**src/rtl/pipeline_hazard_ctrl_if.sv**
```systemverilog
// Request/control bundle between the pipeline stages and the hazard controller.
// The pipeline side (master) raises requests; the controller (slave) answers with stall/flush/PC controls.
interface pipeline_hazard_ctrl_if #(
    parameter int NUM_STAGES = 4,
    parameter int CNT_W      = 16
);
    logic                  i_ram_busy;
    logic                  iren;
    logic                  d_ram_busy;
    logic                  dren;
    logic                  dwen;
    logic                  jump;
    logic                  mispredict;
    logic                  load_use;

    logic                  pc_en;
    logic                  npc_sel;
    logic                  redirect_hold;
    logic [NUM_STAGES-2:0] stall;
    logic [NUM_STAGES-2:0] flush;
    logic [CNT_W-1:0]      stall_cycles;
    logic [CNT_W-1:0]      flush_events;

    modport master (
        output i_ram_busy, iren, d_ram_busy, dren, dwen, jump, mispredict, load_use,
        input  pc_en, npc_sel, redirect_hold, stall, flush, stall_cycles, flush_events
    );

    modport slave (
        input  i_ram_busy, iren, d_ram_busy, dren, dwen, jump, mispredict, load_use,
        output pc_en, npc_sel, redirect_hold, stall, flush, stall_cycles, flush_events
    );
endinterface

```
**src/rtl/pipeline_hazard_ctrl.sv**
```systemverilog
// Hazard/stall/flush controller for an N-stage pipeline: prioritised data stall, redirect
// (with hold across a busy fetch), load-use bubbles and saturating performance counters.
module pipeline_hazard_ctrl #(
    parameter int NUM_STAGES      = 4,
    parameter int REDIRECT_STAGE  = 2,
    parameter int MEM_STAGE       = 2,
    parameter int LOAD_USE_CYCLES = 1,
    parameter int CNT_W           = 16
) (
    input logic                   CLK,
    input logic                   nRST,
    pipeline_hazard_ctrl_if.slave hz
);
    localparam int NREG = NUM_STAGES - 1;

    typedef enum logic [1:0] {IDLE, LU_STALL, REDIRECT_WAIT} state_t;

    state_t            state, state_nxt;
    logic [1:0]        lu_cnt, lu_cnt_nxt;
    logic              accept;
    logic              dstall, redir;
    logic              pc_en_c, npc_sel_c, hold_c;
    logic [NREG-1:0]   stall_c, flush_c;
    logic [NREG-1:0]   mem_stall_mask, mem_flush_mask, redir_flush_mask;
    logic [CNT_W-1:0]  stall_q, flush_q;

    // Per-register masks; a MEM_STAGE past the last register simply yields no flush bit.
    for (genvar k = 0; k < NREG; k++) begin : g_mask
        assign mem_stall_mask[k]   = (k < MEM_STAGE);
        assign mem_flush_mask[k]   = (k == MEM_STAGE);
        assign redir_flush_mask[k] = (k < REDIRECT_STAGE);
    end

    assign dstall = hz.d_ram_busy & (hz.dren | hz.dwen);
    assign redir  = hz.jump | hz.mispredict;

    always_comb begin
        pc_en_c    = 1'b1;
        npc_sel_c  = 1'b0;
        hold_c     = 1'b0;
        stall_c    = '0;
        flush_c    = '0;
        state_nxt  = state;
        lu_cnt_nxt = lu_cnt;
        accept     = 1'b0;

        if (dstall) begin
            // Whole front end frozen; a pending redirect keeps steering fetch.
            pc_en_c = 1'b0;
            stall_c = mem_stall_mask;
            flush_c = mem_flush_mask;
            if (state == REDIRECT_WAIT) begin
                npc_sel_c = 1'b1;
                hold_c    = 1'b1;
            end
        end else if (state == REDIRECT_WAIT) begin
            npc_sel_c = 1'b1;
            hold_c    = 1'b1;
            flush_c   = redir_flush_mask;
            if (hz.i_ram_busy) begin
                pc_en_c = 1'b0;
            end else begin
                state_nxt = IDLE;
            end
        end else if (redir) begin
            npc_sel_c  = 1'b1;
            hold_c     = 1'b1;
            flush_c    = redir_flush_mask;
            lu_cnt_nxt = 2'd0;
            accept     = 1'b1;
            if (hz.i_ram_busy) begin
                pc_en_c   = 1'b0;
                state_nxt = REDIRECT_WAIT;
            end else begin
                state_nxt = IDLE;
            end
        end else if ((state == IDLE && hz.load_use) || state == LU_STALL) begin
            pc_en_c    = 1'b0;
            stall_c[0] = 1'b1;
            flush_c[1] = 1'b1;
            if (state == IDLE) begin
                lu_cnt_nxt = 2'(LOAD_USE_CYCLES - 1);
                state_nxt  = (LOAD_USE_CYCLES > 1) ? LU_STALL : IDLE;
            end else begin
                // The bubble in which lu_cnt reaches zero is the last one.
                lu_cnt_nxt = lu_cnt - 2'd1;
                if (lu_cnt <= 2'd1) state_nxt = IDLE;
            end
        end else if (hz.i_ram_busy) begin
            pc_en_c    = 1'b0;
            flush_c[0] = 1'b1;
        end

        if (!nRST) begin
            pc_en_c   = 1'b0;
            npc_sel_c = 1'b0;
            hold_c    = 1'b0;
            stall_c   = '0;
            flush_c   = '1;
            accept    = 1'b0;
        end
    end

    always_ff @(posedge CLK or negedge nRST) begin
        if (!nRST) begin
            state  <= IDLE;
            lu_cnt <= 2'd0;
        end else begin
            state  <= state_nxt;
            lu_cnt <= lu_cnt_nxt;
        end
    end

    always_ff @(posedge CLK or negedge nRST) begin
        if (!nRST) begin
            stall_q <= '0;
            flush_q <= '0;
        end else begin
            if (!pc_en_c && stall_q != '1) stall_q <= stall_q + 1'b1;
            if (accept && flush_q != '1)   flush_q <= flush_q + 1'b1;
        end
    end

    always_comb begin
        if (nRST) assert ((stall_c & flush_c) == '0);
    end

    assign hz.pc_en         = pc_en_c;
    assign hz.npc_sel       = npc_sel_c;
    assign hz.redirect_hold = hold_c;
    assign hz.stall         = stall_c;
    assign hz.flush         = flush_c;
    assign hz.stall_cycles  = stall_q;
    assign hz.flush_events  = flush_q;
endmodule

```
**src/flat_wrapper.sv**
```systemverilog
// flat-port wrapper written by rule: the top's interface ports become plain ports
module pipeline_hazard_ctrl_flat 
#(
    parameter int NUM_STAGES      = 4,
    parameter int REDIRECT_STAGE  = 2,
    parameter int MEM_STAGE       = 2,
    parameter int LOAD_USE_CYCLES = 1,
    parameter int CNT_W           = 16
)
  (CLK, nRST, hz_i_ram_busy, hz_iren, hz_d_ram_busy, hz_dren, hz_dwen, hz_jump, hz_mispredict, hz_load_use, hz_pc_en, hz_npc_sel, hz_redirect_hold, hz_stall, hz_flush, hz_stall_cycles, hz_flush_events);
  pipeline_hazard_ctrl_if #(.NUM_STAGES(NUM_STAGES), .CNT_W(CNT_W)) hz_i ();
  input logic CLK;
  input logic nRST;
  input wire logic [$bits(hz_i.i_ram_busy)-1:0] hz_i_ram_busy;
  input wire logic [$bits(hz_i.iren)-1:0] hz_iren;
  input wire logic [$bits(hz_i.d_ram_busy)-1:0] hz_d_ram_busy;
  input wire logic [$bits(hz_i.dren)-1:0] hz_dren;
  input wire logic [$bits(hz_i.dwen)-1:0] hz_dwen;
  input wire logic [$bits(hz_i.jump)-1:0] hz_jump;
  input wire logic [$bits(hz_i.mispredict)-1:0] hz_mispredict;
  input wire logic [$bits(hz_i.load_use)-1:0] hz_load_use;
  output wire logic [$bits(hz_i.pc_en)-1:0] hz_pc_en;
  output wire logic [$bits(hz_i.npc_sel)-1:0] hz_npc_sel;
  output wire logic [$bits(hz_i.redirect_hold)-1:0] hz_redirect_hold;
  output wire logic [$bits(hz_i.stall)-1:0] hz_stall;
  output wire logic [$bits(hz_i.flush)-1:0] hz_flush;
  output wire logic [$bits(hz_i.stall_cycles)-1:0] hz_stall_cycles;
  output wire logic [$bits(hz_i.flush_events)-1:0] hz_flush_events;
  assign hz_i.i_ram_busy = hz_i_ram_busy;
  assign hz_i.iren = hz_iren;
  assign hz_i.d_ram_busy = hz_d_ram_busy;
  assign hz_i.dren = hz_dren;
  assign hz_i.dwen = hz_dwen;
  assign hz_i.jump = hz_jump;
  assign hz_i.mispredict = hz_mispredict;
  assign hz_i.load_use = hz_load_use;
  assign hz_pc_en = hz_i.pc_en;
  assign hz_npc_sel = hz_i.npc_sel;
  assign hz_redirect_hold = hz_i.redirect_hold;
  assign hz_stall = hz_i.stall;
  assign hz_flush = hz_i.flush;
  assign hz_stall_cycles = hz_i.stall_cycles;
  assign hz_flush_events = hz_i.flush_events;
  pipeline_hazard_ctrl #(.NUM_STAGES(NUM_STAGES), .REDIRECT_STAGE(REDIRECT_STAGE), .MEM_STAGE(MEM_STAGE), .LOAD_USE_CYCLES(LOAD_USE_CYCLES), .CNT_W(CNT_W)) u_core (.CLK(CLK), .nRST(nRST), .hz(hz_i));
endmodule
```
**config.mk**
```make
export PLATFORM = sky130hd
export DESIGN_NAME = pipeline_hazard_ctrl_flat
export DESIGN_NICKNAME = d
export VERILOG_FILES = /design/src/rtl/pipeline_hazard_ctrl_if.sv /design/src/rtl/pipeline_hazard_ctrl.sv /design/src/flat_wrapper.sv
export SDC_FILE = /design/constraint.sdc
export NUM_CORES = 1
export LEC_CHECK = 0
export CORE_ASPECT_RATIO = 1.75
export CORE_MARGIN = 8
export CORE_UTILIZATION = 30
export CTS_CLUSTER_DIAMETER = 50
export DETAILED_ROUTE_END_ITERATION = 6
export SLEW_MARGIN = 20
export SYNTH_ARGS = -nofsm -noshare
export SYNTH_HDL_FRONTEND = slang
export SYNTH_SLANG_ARGS = --single-unit
```
**constraint.sdc**
```tcl
create_clock -name CLK -period 2.08 [get_ports CLK]
set_input_delay 0.312 -clock CLK [delete_from_list [all_inputs] [get_ports CLK]]
set_output_delay 0.312 -clock CLK [all_outputs]
set_load 0.05 [all_outputs]
```
==> results.json, run 1 <==
{
  "status": "finished clean",
  "synth-edff-count": 0,
  "clock-sinks": 33,
  "start_util_pct": 30.8,
  "initialDrtViolationCount": 37,
  "first_global_vias": 1517,
  "post_synth.cell_area_avg_um2": 10.2,
  "worst_ep_required_time_ns": 2.25,
  "clk_pin_slew_ns": 0.07,
  "combined_area_of_all_synthesized_cells_mm2": 0.00169,
  "grt_setup_unrepaired": "no",
  "chipWidth_um": 72.7,
  "gp_routability_congestion": 0.759,
  "number_of_distinct_standard_cells_referenced_by_the_synthesized_netlist": 38,
  "clk_path_buf_depth": 2,
  "grt_first_pass_wirelength_um": 7130,
  "layout.nets": 248,
  "worst-slew-pin-transition_ns": 0.508,
  "postSynthRegisterBits": 33,
  "synth.yosys.warnings": 0,
  "critical_path.startpoint_type": "register",
  "detail_route.drc_violations": 0,
  "use_met1_pct": 10.4,
  "gr-usage-met3_pct": 3.32,
  "ioPinCount": 51,
  "ys_async_sr_fraction_pct": 100,
  "place.port_buffers": 48,
  "die_area_mm2": 0.00839,
  "detailedRoute.firstPassIterationCount": 5,
  "hold_viol_final": 0,
  "wl_um": 4330,
  "area_growth_syn_to_layout_pct": 50.0,
  "drt-vias-per-instance": 4.69,
  "syn_inst": 165,
  "setup_viol_count_final": 0,
  "final_max_slew_viol_count": 0,
  "highest_utilization_routing_layer_at_the_global_route_stage": "met2",
  "cts.htree.levels": 2,
  "yosysSeqAreaShare_pct": 48.9,
  "core_ar_mm2": 0.00550,
  "worst_skew_pair.late_latency_ns": 0.28,
  "max_clock_freq_mhz": 502,
  "crit_type": "reg -> reg",
  "total_leakage_power_nw": 1.08,
  "vdd_drop_max_uv": 877,
  "power.density_cell_area_mw_per_mm2": 1110,
  "shortest_clock_period_the_worst_path_allows_after_layout_ns": 1.99,
  "arrival_ns": 2.17,
  "num_antenna_cells": 0,
  "route.detailed.wl_per_inst_um": 13.8,
  "drtAntennaViolNets": 0,
  "place.detailed.hpwl_um": 3480,
  "setup-tns-final_ns": 0,
  "grt_util_all_layers_pct": 10.9,
  "fillerInstances": 563,
  "area_of_the_multi_input_gates_um2": 821,
  "grt.overflow.total": 0,
  "synth_fp_nets": 177,
  "path_max_fanout": 4,
  "timing.max_cap.violations": 0,
  "cts.repair_timing.setup_buffer_count": 0,
  "cts_inserted_buffers": 5,
  "antenna_found_initial": 0,
  "timing.hold.worst.class": "in -> async",
  "gr-usage-met2_pct": 20.6,
  "utilization_pct": 46.1,
  "skew_ns": 0.00673,
  "grt_start_max_net_pins": 15,
  "timing.critical_path.to_type": "register",
  "height_of_the_die_um": 115,
  "via_count": 1467,
  "register_area_um2": 826,
  "synth_flop_cell": "dfrtp_1",
  "post_route_cells_drive_above_1_share_pct": 19.4,
  "final.period_utilization_pct": 95.8,
  "tightest_slew_margin_relative_to_the_limit_pct": 66.0,
  "rows": 36,
  "cts_tree": "done",
  "root_buffer": "clkbuf_8"
}
[metal layers]
metal  vias to the layer above  wire length (um)
met5                         -                 0
met4                         0                71
met3                         9               245
met2                        40              2380
met1                       710              1640
li1                        708                 -
[critical path: stages, from the launching register on]
cell	delay, ns
dfrtp_1	0.41
or4b_4	0.50
and4b_4	0.22
a21o_1	0.19
or4_4	0.43
xnor2_2	0.14
[final cells by class]
type                            instances  area share [%]
Clock inverter                          2           0.395
Tap cell                               76            3.75
Timing Repair Buffer                   68            27.0
Clock buffer                            6            2.86
Multi-Input combinational cell        121            32.4
Inverter                                7            1.04
Sequential cell                        33            32.6
[where the power goes]
part           switching [mW]  leakage (nW)  internal (mW)  total [mW]
logic                   0.864         0.637          0.493        1.36
clock network           0.240        0.0450          0.232       0.472
registers               0.193         0.400          0.796       0.990
total                    1.30          1.08           1.52        2.82
[through the flow]
step	hold WS (ns)	area (um^2)	worst slack, ns	cells	total power, mW
global route	0.0623	2530	0.0308	313	2.98
floorplan	0.0164	1690	0.0128	165	1.83
global placement	0.352	2440	-0.309	305	2.36
CTS	0.0385	2520	0.00578	313	2.85
detailed placement	0.351	2440	-0.325	305	2.37
finish	0.0403	2530	0.0875	313	2.82
[registers in the layout (all words and copies together) (netlist names)]
register,flops
u_core.state,1
u_core.hz.stall_cycles,16
u_core.hz.flush_events,16
[path summary, 6_finish.rpt]
| path | cells after the start | from | slack, ns | to |
|---|---|---|---|---|
| worst max register to register | 5 | u_core.state[1] | 0.09 | u_core.hz.stall_cycles[8] |
| max in group asynchronous | 2 | nRST | 1.86 | u_core.hz.flush_events[0] |
| worst min register to register | 1 | u_core.hz.stall_cycles[12] | 0.50 | u_core.hz.stall_cycles[12] |
| worst min-delay path | 2 | nRST | 0.04 | u_core.hz.stall_cycles[8] |
| worst max-delay path | 5 | u_core.state[1] | 0.09 | u_core.hz.stall_cycles[8] |
| min in group CLK | 1 | u_core.hz.stall_cycles[12] | 0.50 | u_core.hz.stall_cycles[12] |
[cells in the mapped netlist, drive strengths merged (3+ instances only)]
cell type  count  area, um^2
a21oi          6        30.0
inv            7        26.3
o21ai          3        15.0
nand3          9        45.0
buf            3        26.3
xnor2         17         156
nor2          15        56.3
nor3           5        25.0
xor2           8        70.1
dfrtp         33         826
nand2         16        60.1
nor4           3        46.3
nand4          8        50.1
and3           3        18.8
[cells in the final DEF, fill, tap and decap left out, types with 3 or more instances in the layout]
| cell type | instances |
|---|---|
| a21oi_1 | 6 |
| clkbuf_8 | 5 |
| dfrtp_1 | 33 |
| inv_1 | 7 |
| nand3_1 | 9 |
| xor2_1 | 8 |
| xnor2_1 | 16 |
| nor3_1 | 5 |
| clkdlybuf4s50_1 | 36 |
| nand2_1 | 16 |
| buf_4 | 22 |
| buf_12 | 6 |
| and3_1 | 3 |
| nor2_1 | 15 |
| nand4_1 | 8 |
[cells by family after synthesis]
group / after synthesis / synth area share (%)
adder cells (fa/ha/maj): 2 / 1.48
XOR/XNOR: 25 / 13.4
other: 1 / 0.222
buffers and inverters: 11 / 3.33
AND/OR/NAND/NOR: 74 / 24.9
flip-flops: 33 / 48.9
multiplexers: 3 / 1.92
AO/OA/AOI/OAI: 16 / 5.85
[timing repair]
item	in CTS	in global routing
hold buffers	0	0
endpoints found under the setup margin	2	9
pin swaps	1	0
resized for setup	2	4
(Power assumes the default switching activity.)
==> run 2: changes to the inputs <==
- clock period: 2.08 -> 2.15 ns (I/O delays scaled with it)
==> run 2 against run 1 <==
Final cell count down 0.64%. Sequential share of layout area is 0.064 points lower. Wire length down 0.44%. Cell area rose by 0.20%. Worst hold slack better by 0.36 ns. Die area stayed put. First-iteration DRC count increased by 22%. Non-clock buffer count decreased by 2. Combinational power decreased by 4%. Register-to-register slack gained 0.07 ns. Critical endpoint unchanged.
==> results.json, run 2 (synthesis gave the netlist of run 1 again) <==
{
  "status": "finished clean",
  "power.density_cell_area_mw_per_mm2": 1070,
  "place.detailed.hpwl_um": 3510,
  "critical_path_cell_count": 6,
  "netSwitchingFraction_pct": 46.3,
  "shortest_clock_period_the_worst_path_allows_after_layout_ns": 2.11,
  "grt_setup_unrepaired": "yes",
  "via_count": 1439,
  "grt_start_max_net_pins": 14,
  "skew_ns": 0.00459,
  "core_ar_mm2": 0.00550,
  "grt_util_all_layers_pct": 10.9,
  "cts_tree": "done",
  "setup-tns-final_ns": 0,
  "timing.max_cap.violations": 0,
  "power.share.sequential_pct": 35.2,
  "grt.overflow.total": 0,
  "setup_viol_count_final": 0,
  "crit_chain": "clkdlybuf4s50_1 > or4b_4 > and4b_4 > a21o_1 > or4_4 > xnor2_2",
  "utilization_pct": 46.2,
  "critical-path-slowest-cell": "or4b_4",
  "drt-vias-per-instance": 4.63,
  "fin_hold_ws_ns": 0.404,
  "total_leakage_power_nw": 1.07,
  "final_max_slew_viol_count": 0,
  "arrival_ns": 2.27,
  "power.internal_mw": 1.46,
  "r2r_start": "u_core.state[1]",
  "crit_type": "in -> reg",
  "grt_first_pass_wirelength_um": 7150,
  "timing.critical_path.to_type": "register",
  "worst_skew_pair.late_latency_ns": 0.28,
  "height_of_the_die_um": 115,
  "clock-sinks": 33,
  "initialDrtViolationCount": 45,
  "critical_path.startpoint_type": "input pin",
  "placedCellCount": 302,
  "ioPinCount": 51,
  "worst_ep_required_time_ns": 2.32,
  "cts.repair_timing.setup_buffer_count": 0,
  "tightest_slew_margin_relative_to_the_limit_pct": 65.5,
  "design_area_mm2": 0.00254,
  "wl_um": 4310,
  "clk_pin_slew_ns": 0.07,
  "rows": 36,
  "vdd_drop_max_uv": 957,
  "detail_route.drc_violations": 0,
  "fillerInstances": 559,
  "antenna_found_initial": 0,
  "layout.nets": 246,
  "place.port_buffers": 48,
  "power.share.clock_pct": 16.9,
  "worst_r2r_endpoint": "u_core.hz.stall_cycles[8]",
  "worst-slew-pin-transition_ns": 0.516,
  "path_max_fanout": 4,
  "drtAntennaViolNets": 0,
  "chipWidth_um": 72.7,
  "clk_path_buf_depth": 2,
  "timing.critical_path.slowest_cell_delay_ns": 0.53,
  "gp_routability_congestion": 0.771,
  "mostFrequentLayoutCells": "clkdlybuf4s50_1 (37), dfrtp_1 (33), buf_4 (18), nand2_1 (16), xnor2_1 (16)",
  "combinationalPowerShare_pct": 47.9,
  "final.period_utilization_pct": 98.1,
  "area_growth_syn_to_layout_pct": 50.3,
  "most_frequent_standard_cell_in_the_layout_excluding_fill_and_tap_cells": "clkdlybuf4s50_1",
  "crit_buf_inv": 1,
  "root_buffer": "clkbuf_8",
  "cts.htree.levels": 2,
  "cpLargestDelayFamily": "simple AND/OR/NAND/NOR gates",
  "place_area_mm2": 0.00241,
  "max_clock_freq_mhz": 474,
  "reg2reg_setup_slack_ns": 0.16,
  "cts_inserted_buffers": 5,
  "start_util_pct": 30.8,
  "layoutNonFillerInstCount": 311,
  "timing.hold.worst.class": "in -> async",
  "detailedRoute.firstPassIterationCount": 4,
  "r2r_cells": 5,
  "route.detailed.wl_per_inst_um": 13.9,
  "p_switching_mw": 1.26,
  "num_antenna_cells": 0,
  "post_route_cells_drive_above_1_share_pct": 18.7,
  "die_area_mm2": 0.00839,
  "first_global_vias": 1536,
  "hold_viol_final": 0
}
run 2: timing repair:
action                                 CTS  global route
setup endpoints to repair                0             7
hold buffers                             1             0
gates resized for setup                  0             6
endpoints found under the hold margin    3             0
run 2: how the worst max path moves through the flow:
stage | start | end
floorplan | u_core.hz.stall_cycles[0] | u_core.hz.stall_cycles[12]
global placement | hz_load_use | u_core.hz.stall_cycles[8]
detailed placement | hz_load_use | u_core.hz.stall_cycles[8]
CTS | nRST | hz_stall[0]
global route | hz_jump | u_core.hz.stall_cycles[11]
finish | hz_jump | u_core.hz.stall_cycles[8]
run 2: per-stage QoR:
stage          setup slack (ns)  power [mW]
2_1_floorplan            0.0828        1.77
3_3_place_gp             -0.247        2.27
3_5_place_dp             -0.264        2.27
4_1_cts                  0.0367        2.75
5_1_grt                 0.00187        2.87
6_report                 0.0414        2.72
run 2: cell type report:
type,instances,area (um^2),area share (%)
Multi-Input combinational cell,121,830,32.7
Sequential cell,33,826,32.5
Timing Repair Buffer,66,677,26.7
Tap cell,76,95.1,3.74
Clock buffer,5,68.8,2.71
Inverter,7,26.3,1.03
Clock inverter,3,17.5,0.690
run 2: metal layers:
metal / wire length [um] / GRT usage, % / vias to the layer above
met3: 271 / 3.84 / 10
met4: 89 / 5.11 / 0
li1: - / - / 700
met2: 2390 / 20.5 / 39
met1: 1560 / 9.98 / 690
met5: 0 / 0 / -
run 2: worst reg2reg max path: cells and delay by family, from the launching register on:
kind,cells,cell delay (ns)
and+or+nand+nor,3,1.16
DFF,1,0.39
AOI/OAI and AO/OA,1,0.18
xor gates and xnor gates,1,0.14
run 2: power by group through the flow:
stage	combinational [mW]	clock, mW	sequential [mW]
after floorplan	0.329	0	1.44
after global placement	1.30	0	0.968
after detailed placement	1.31	0	0.968
after CTS	1.31	0.478	0.958
after global routing	1.38	0.502	0.985
final	1.30	0.460	0.956
==> run 3: changes to the inputs <==
- CAP_MARGIN: not set -> 0
==> results of run 3 <==
Final layout, timing and power as in run 2 (identical DEF).
